--- config.mk ---
export PLATFORM = sky130hd
export DESIGN_NAME = coin_acceptor
export DESIGN_NICKNAME = d
export VERILOG_FILES = /design/src/rtl/coin_acceptor.sv
export SDC_FILE = /design/constraint.sdc
export NUM_CORES = 1
export LEC_CHECK = 0
export CAP_MARGIN = 30
export CORE_ASPECT_RATIO = 0.75
export CORE_MARGIN = 2
export CORE_UTILIZATION = 59
export CTS_CLUSTER_SIZE = 10
export DETAILED_ROUTE_END_ITERATION = 6
export GPL_ROUTABILITY_DRIVEN = 0
export GPL_TIMING_DRIVEN = 0
export PLACE_DENSITY = 0.83
export SYNTH_ARGS = -nofsm -noshare
export SYNTH_HDL_FRONTEND = slang
export SYNTH_SLANG_ARGS = --single-unit
--- constraint.sdc ---
create_clock -name clk -period 2.25 [get_ports clk]
set_input_delay 0.225 -clock clk [delete_from_list [all_inputs] [get_ports clk]]
set_output_delay 0.225 -clock clk [all_outputs]
set_load 0.01 [all_outputs]
--- src/rtl/coin_acceptor.sv ---
// -----------------------------------------------------------------------------
// coin_acceptor
//
// Purpose:
//   Front end for a two-denomination coin mechanism. Each raw sensor level is
//   synchronized, debounced and turned into a single one-cycle credit pulse
//   (coin5 / coin10) or a one-cycle reject pulse. A sensor that stays blocked
//   too long after a decision is treated as a jam, which sticks until reset.
//
// Ports:
//   clk          in   sole clock, rising edge
//   reset        in   synchronous, active-high
//   sense5_raw   in   raw 5-unit sensor level (asynchronous to clk)
//   sense10_raw  in   raw 10-unit sensor level (asynchronous to clk)
//   accept_en    in   downstream can take credit; sampled only on decision edge
//   coin5        out  one-cycle validated 5-unit pulse
//   coin10       out  one-cycle validated 10-unit pulse
//   reject       out  one-cycle coin-returned pulse
//   jam          out  sticky jam flag
//   busy         out  high whenever the FSM is not IDLE
//
// Handshake: there is no valid/ready pair here. accept_en acts as a level
// "ready" that is looked at only on the edge where the debounce count
// completes; a credit pulse is the "valid" and lasts exactly one cycle with
// no back-pressure, so the consumer must take it in that cycle.
// -----------------------------------------------------------------------------
module coin_acceptor #(
  parameter int DEBOUNCE_CYCLES = 4,
  parameter int JAM_CYCLES      = 64
) (
  input  logic clk,
  input  logic reset,
  input  logic sense5_raw,
  input  logic sense10_raw,
  input  logic accept_en,
  output logic coin5,
  output logic coin10,
  output logic reject,
  output logic jam,
  output logic busy
);

  typedef enum logic [1:0] {
    IDLE         = 2'd0,
    DEBOUNCE     = 2'd1,
    WAIT_RELEASE = 2'd2,
    JAM          = 2'd3
  } state_t;

  // Count value held in DEBOUNCE when the next high sample is the last one.
  localparam logic [7:0]  DEB_LAST = 8'(DEBOUNCE_CYCLES - 1);
  localparam logic [15:0] JAM_LIM  = 16'(JAM_CYCLES);

  // Two-flop synchronizers, bit 1 is the synchronized level.
  logic [1:0]  sync5_q, sync10_q;
  logic        s5, s10;

  state_t      state_q, state_d;
  logic [7:0]  deb_cnt_q, deb_cnt_d;
  logic [15:0] rel_cnt_q, rel_cnt_d;
  logic        den10_q, den10_d;   // recorded denomination: 1 = 10-unit
  logic        coin5_q, coin5_d;
  logic        coin10_q, coin10_d;
  logic        reject_q, reject_d;
  logic        jam_q, jam_d;
  logic        busy_q, busy_d;

  // Helpers for DEBOUNCE: the sensor we are tracking and the other one.
  logic        rec_s, oth_s;
  logic [7:0]  deb_inc;
  logic [15:0] rel_inc;

  assign s5  = sync5_q[1];
  assign s10 = sync10_q[1];

  assign rec_s = den10_q ? s10 : s5;
  assign oth_s = den10_q ? s5  : s10;

  // Saturating increments; the counters can never wrap.
  assign deb_inc = (deb_cnt_q == 8'hFF)    ? deb_cnt_q : deb_cnt_q + 8'd1;
  assign rel_inc = (rel_cnt_q == 16'hFFFF) ? rel_cnt_q : rel_cnt_q + 16'd1;

  always_comb begin
    state_d   = state_q;
    deb_cnt_d = deb_cnt_q;
    rel_cnt_d = rel_cnt_q;
    den10_d   = den10_q;
    coin5_d   = 1'b0;
    coin10_d  = 1'b0;
    reject_d  = 1'b0;
    jam_d     = jam_q;

    case (state_q)
      IDLE: begin
        if (s5 && s10) begin
          // Both sensors at once is ambiguous: return the coin.
          reject_d  = 1'b1;
          rel_cnt_d = 16'd0;
          state_d   = WAIT_RELEASE;
        end else if (s5 || s10) begin
          den10_d   = s10;
          deb_cnt_d = 8'd1;
          state_d   = DEBOUNCE;
        end
      end

      DEBOUNCE: begin
        if (oth_s) begin
          reject_d  = 1'b1;
          rel_cnt_d = 16'd0;
          state_d   = WAIT_RELEASE;
        end else if (rec_s) begin
          if (deb_cnt_q >= DEB_LAST) begin
            // Decision edge: this is the only place accept_en is looked at.
            if (accept_en) begin
              coin5_d  = ~den10_q;
              coin10_d = den10_q;
            end else begin
              reject_d = 1'b1;
            end
            rel_cnt_d = 16'd0;
            state_d   = WAIT_RELEASE;
          end else begin
            deb_cnt_d = deb_inc;
          end
        end else begin
          // Dropped before validation: glitch, no output.
          deb_cnt_d = 8'd0;
          state_d   = IDLE;
        end
      end

      WAIT_RELEASE: begin
        if (!s5 && !s10) begin
          rel_cnt_d = 16'd0;
          state_d   = IDLE;
        end else begin
          rel_cnt_d = rel_inc;
          if (rel_inc >= JAM_LIM) begin
            jam_d   = 1'b1;
            state_d = JAM;
          end
        end
      end

      JAM: begin
        // Only reset leaves this state.
        jam_d = 1'b1;
      end

      default: begin
        state_d = IDLE;
      end
    endcase

    busy_d = (state_d != IDLE);
  end

  always_ff @(posedge clk) begin
    if (reset) begin
      sync5_q   <= 2'b00;
      sync10_q  <= 2'b00;
      state_q   <= IDLE;
      deb_cnt_q <= 8'd0;
      rel_cnt_q <= 16'd0;
      den10_q   <= 1'b0;
      coin5_q   <= 1'b0;
      coin10_q  <= 1'b0;
      reject_q  <= 1'b0;
      jam_q     <= 1'b0;
      busy_q    <= 1'b0;
    end else begin
      sync5_q   <= {sync5_q[0], sense5_raw};
      sync10_q  <= {sync10_q[0], sense10_raw};
      state_q   <= state_d;
      deb_cnt_q <= deb_cnt_d;
      rel_cnt_q <= rel_cnt_d;
      den10_q   <= den10_d;
      coin5_q   <= coin5_d;
      coin10_q  <= coin10_d;
      reject_q  <= reject_d;
      jam_q     <= jam_d;
      busy_q    <= busy_d;
    end
  end

  assign coin5  = coin5_q;
  assign coin10 = coin10_q;
  assign reject = reject_q;
  assign jam    = jam_q;
  assign busy   = busy_q;

endmodule

==> results by group <==
Run status
  – Status: finished, final reports clean

STA
  – Final min period: 2162 ps
  – Period utilization: 0.9611
  – Final WS setup: 87.55 ps
  – Final Hold Viols: 0
  – Clk_skew: roughly 4.6 ps
  – RSZ-0062 raised after global routing: no
  – Least-Margin Pin Slew: 554.0 ps
  – Final number of max-transition violations: 0
  – Setup-failing EPs final: 0
  – Slew HR: 0.6290
  – FMAX: roughly 0.46 GHz

Layout
  – Fin cells: a little under 300
  – Commonest non-fill, non-tap cell in the layout: dfxtp_1
  – Post-Layout Inst Area: 2271 sq um
  – Most frequent cells in the layout: dfxtp_1, a21oi_1, nor2_1, o21ai_0, nand2_1
  – Layout area overhead: 13.94%
  – Nets@finish: 262
  – Diodes inserted: 0
  – Layout cells sized above 1: 0.1548

Worst setup path
  – Kind of critical path: reg -> reg
  – CP Launch Type: flip-flop
  – Critical path's slowest cell: dfxtp_2
  – CP max FO: 6
  – Delay of the slowest critical-path stage: 400 ps
  – Buf+Inv Stages, Crit Path: 0
  – CP cell instances: ha_4 -> nand2_2 -> nor4_4 -> xor2_1 -> or3_1 -> nor4_4 -> o22ai_1
  – CP top delay family: simple AND/OR/NAND/NOR gates
  – Crit. End Element: flip-flop
  – CP arrival: 2320 ps
  – Most frequent cell on the critical path: nor4_4
  – Data required, critical path: between 2000 and 2500 ps

Routing
  – Vias/cell: 6.291
  – Drt drc: 0
  – Wire length per cell: 15.60 um
  – Antenna-violating nets left: 0
  – First-pass DRT Iterations: 4
  – Routed via count: 1,837
  – Post-Route WL: 4.555 mm
  – Drt first-iter violations: about 110

Clock tree
  – Inserted Clock Buffers: 5
  – Clk_lat worst skew: 290 ps
  – CTS tree: yes
  – Clk pin slew, worst setup/hold paths: 70 ps
  – CTS HTree Levels: 2
  – CTS Hold Buffers Added: 0
  – Clock root cell: clkbuf_8
  – CTS Sinks: 36
  – Maximum clock path buffer count: 2

Yosys
  – Syn Area/Cell: 8.410 sq um
  – Count of different cell masters after synthesis: 52
  – Cells after Synth: between 200 and 250
  – Yosys warnings: 0
  – Seq/Total Area, Yosys: 0.3616
  – Cell Area, Synth: 1993 sq um
  – Flops & latches, synth: 36
  – Syn Nets: 247

Place
  – DP Cell Count: approximately 290
  – IO Port Bufs: 9
  – Dpl hpwl: between 3 and 4 mm
  – Post-place setup slack: -170.2 ps
  – Post-DP Area: 2133 sq um

Floorplan
  – Die area: 3864 sq um
  – Core area: 3266 sq um
  – Num ports: 10
  – Initial Utilization: 0.6103
  – Chip Height: around 54 um
  – Die width: 71.12 um
  – Row Count: 18

Global routing
  – Total grt overflow: 0
  – GRT Total Usage: 0.2483
  – First-pass GRT wire length: 7.383 mm
  – Vias in the first global route: roughly 1,600
  – Initial antenna violation count: 0
  – Largest net degree at the start of global routing: 11

Power
  – Worst vdd ir: roughly 0.39 mV
  – Static Leak: 0.0008504 uW
  – P per Cell Area: between 500 and 600 nW/um^2

Min path
  – Type of the most critical hold path: reg -> reg

Flow run
  – Max_cap viols: 0
==> synth_stat cells (all sizes together) <==
master   n  area share
a211o    2      0.0088
a211oi   6       0.025
a21o     2      0.0075
a21oi   28       0.070
a22o     1      0.0044
a22oi    1      0.0038
a41oi    3       0.013
and2     2      0.0063
and3     4       0.013
and4     2      0.0094
buf      9       0.028
clkbuf   5       0.010
dfxtp   36        0.36
ha       5       0.031
inv      3      0.0056
mux2i    3       0.015
nand2   17       0.032
nand2b   3      0.0094
nand3    7       0.018
nand3b   3       0.011
nand4    9       0.042
nor2    22       0.051
nor2b    6       0.019
nor3    12       0.035
nor3b    4       0.020
nor4     4       0.022
o21a     4       0.015
o21ai   19       0.048
o22ai    1      0.0031
o31ai    1      0.0063
o32a     1      0.0056
or2      1      0.0031
or3      2      0.0063
or3b     1      0.0044
or4      1      0.0044
or4b     1      0.0050
xnor2    2      0.0088
xor2     4       0.018
==> worst reg2reg max path: cells and delay by family (launching register included) <==
family / cells / cell delay (ps)
XOR/XNOR: 1 / 90
AO/OA/AOI/OAI: 1 / 130
flip-flops: 1 / 400
AND/OR/NAND/NOR: 4 / 1230
adder cells (fa/ha/maj): 1 / 190
==> registers in the layout, summed over array words and instances (netlist names) <==
signal and count:
sync10_q 2, sync5_q 2, coin10 1, rel_cnt_q 16
jam 1, busy 1, deb_cnt_q 8, state_q 2
reject 1, den10_q 1, coin5 1
==> power by group <==
group | leakage, uW | switching, uW | internal, uW
Clock | 0.0000503 | 225 | 273
Combinational | 0.000507 | 61.2 | 44.3
Sequential | 0.000293 | 9.25 | 649
Total | 0.000850 | 296 | 966
==> worst paths after layout <==
kind	start	endpoint	slack, ps	cells past startpoint
setup / recovery	rel_cnt_q[0]	jam	90	7
hold / removal	sync10_q[0]	sync10_q[1]	450	1
setup reg to reg	rel_cnt_q[0]	jam	90	7
hold reg to reg	sync10_q[0]	sync10_q[1]	450	1
==> repair_timing <==
action                                  CTS  global route
endpoints found under the setup margin    2             1
buffers inserted                          0             0
resized for setup                         4             5
pin swaps                                 0             1
==> final cells by class <==
type / count / area (sq um)
fill: 261 / 994.7
buffer: 13 / 71.32
clock buffer: 7 / 96.34
multi-input combinational: 184 / 1227
inverter: 3 / 11.26
timing repair buffer: 9 / 90.09
tap: 40 / 50.05
sequential: 36 / 724.4
==> metrics by stage <==
step / power, uW / hold WS, ps / TNS, ps / utilization
after floorplan: 742.1 / 353.2 / 0 / -
final: 1262 / 450.7 / 0 / 0.6954
after CTS: 1269 / 458.8 / 0 / 0.6897
after global placement: 773.0 / 417.8 / -205.6 / 0.6533
after detailed placement: 776.9 / 437.3 / -277.1 / 0.6533
after global routing: 1313 / 468.5 / 0 / 0.6954
==> kinds of logic (layout without fill, tap and decap cells) <==
logic type	after synthesis	in the layout	share of synthesized area
XOR/XNOR	6	6	0.02637
adder cells (fa/ha/maj)	5	5	0.03139
flip-flops	36	36	0.3616
buffers and inverters	17	32	0.04331
AO/OA/AOI/OAI	69	69	0.2109
AND/OR/NAND/NOR	101	101	0.3114
multiplexers	3	3	0.01507
==> metal layers <==
| layer | wire (um) | global-route usage | vias to the layer above |
|---|---|---|---|
| met1 | 2239 | 0.3544 | 864 |
| met3 | 309 | 0.05341 | 11 |
| met4 | 76 | 0.1006 | 0 |
| met2 | 1929 | 0.3676 | 62 |
| met5 | 0 | 0 | - |
| li1 | - | - | 900 |
Power figures use the tool's default switching activity.
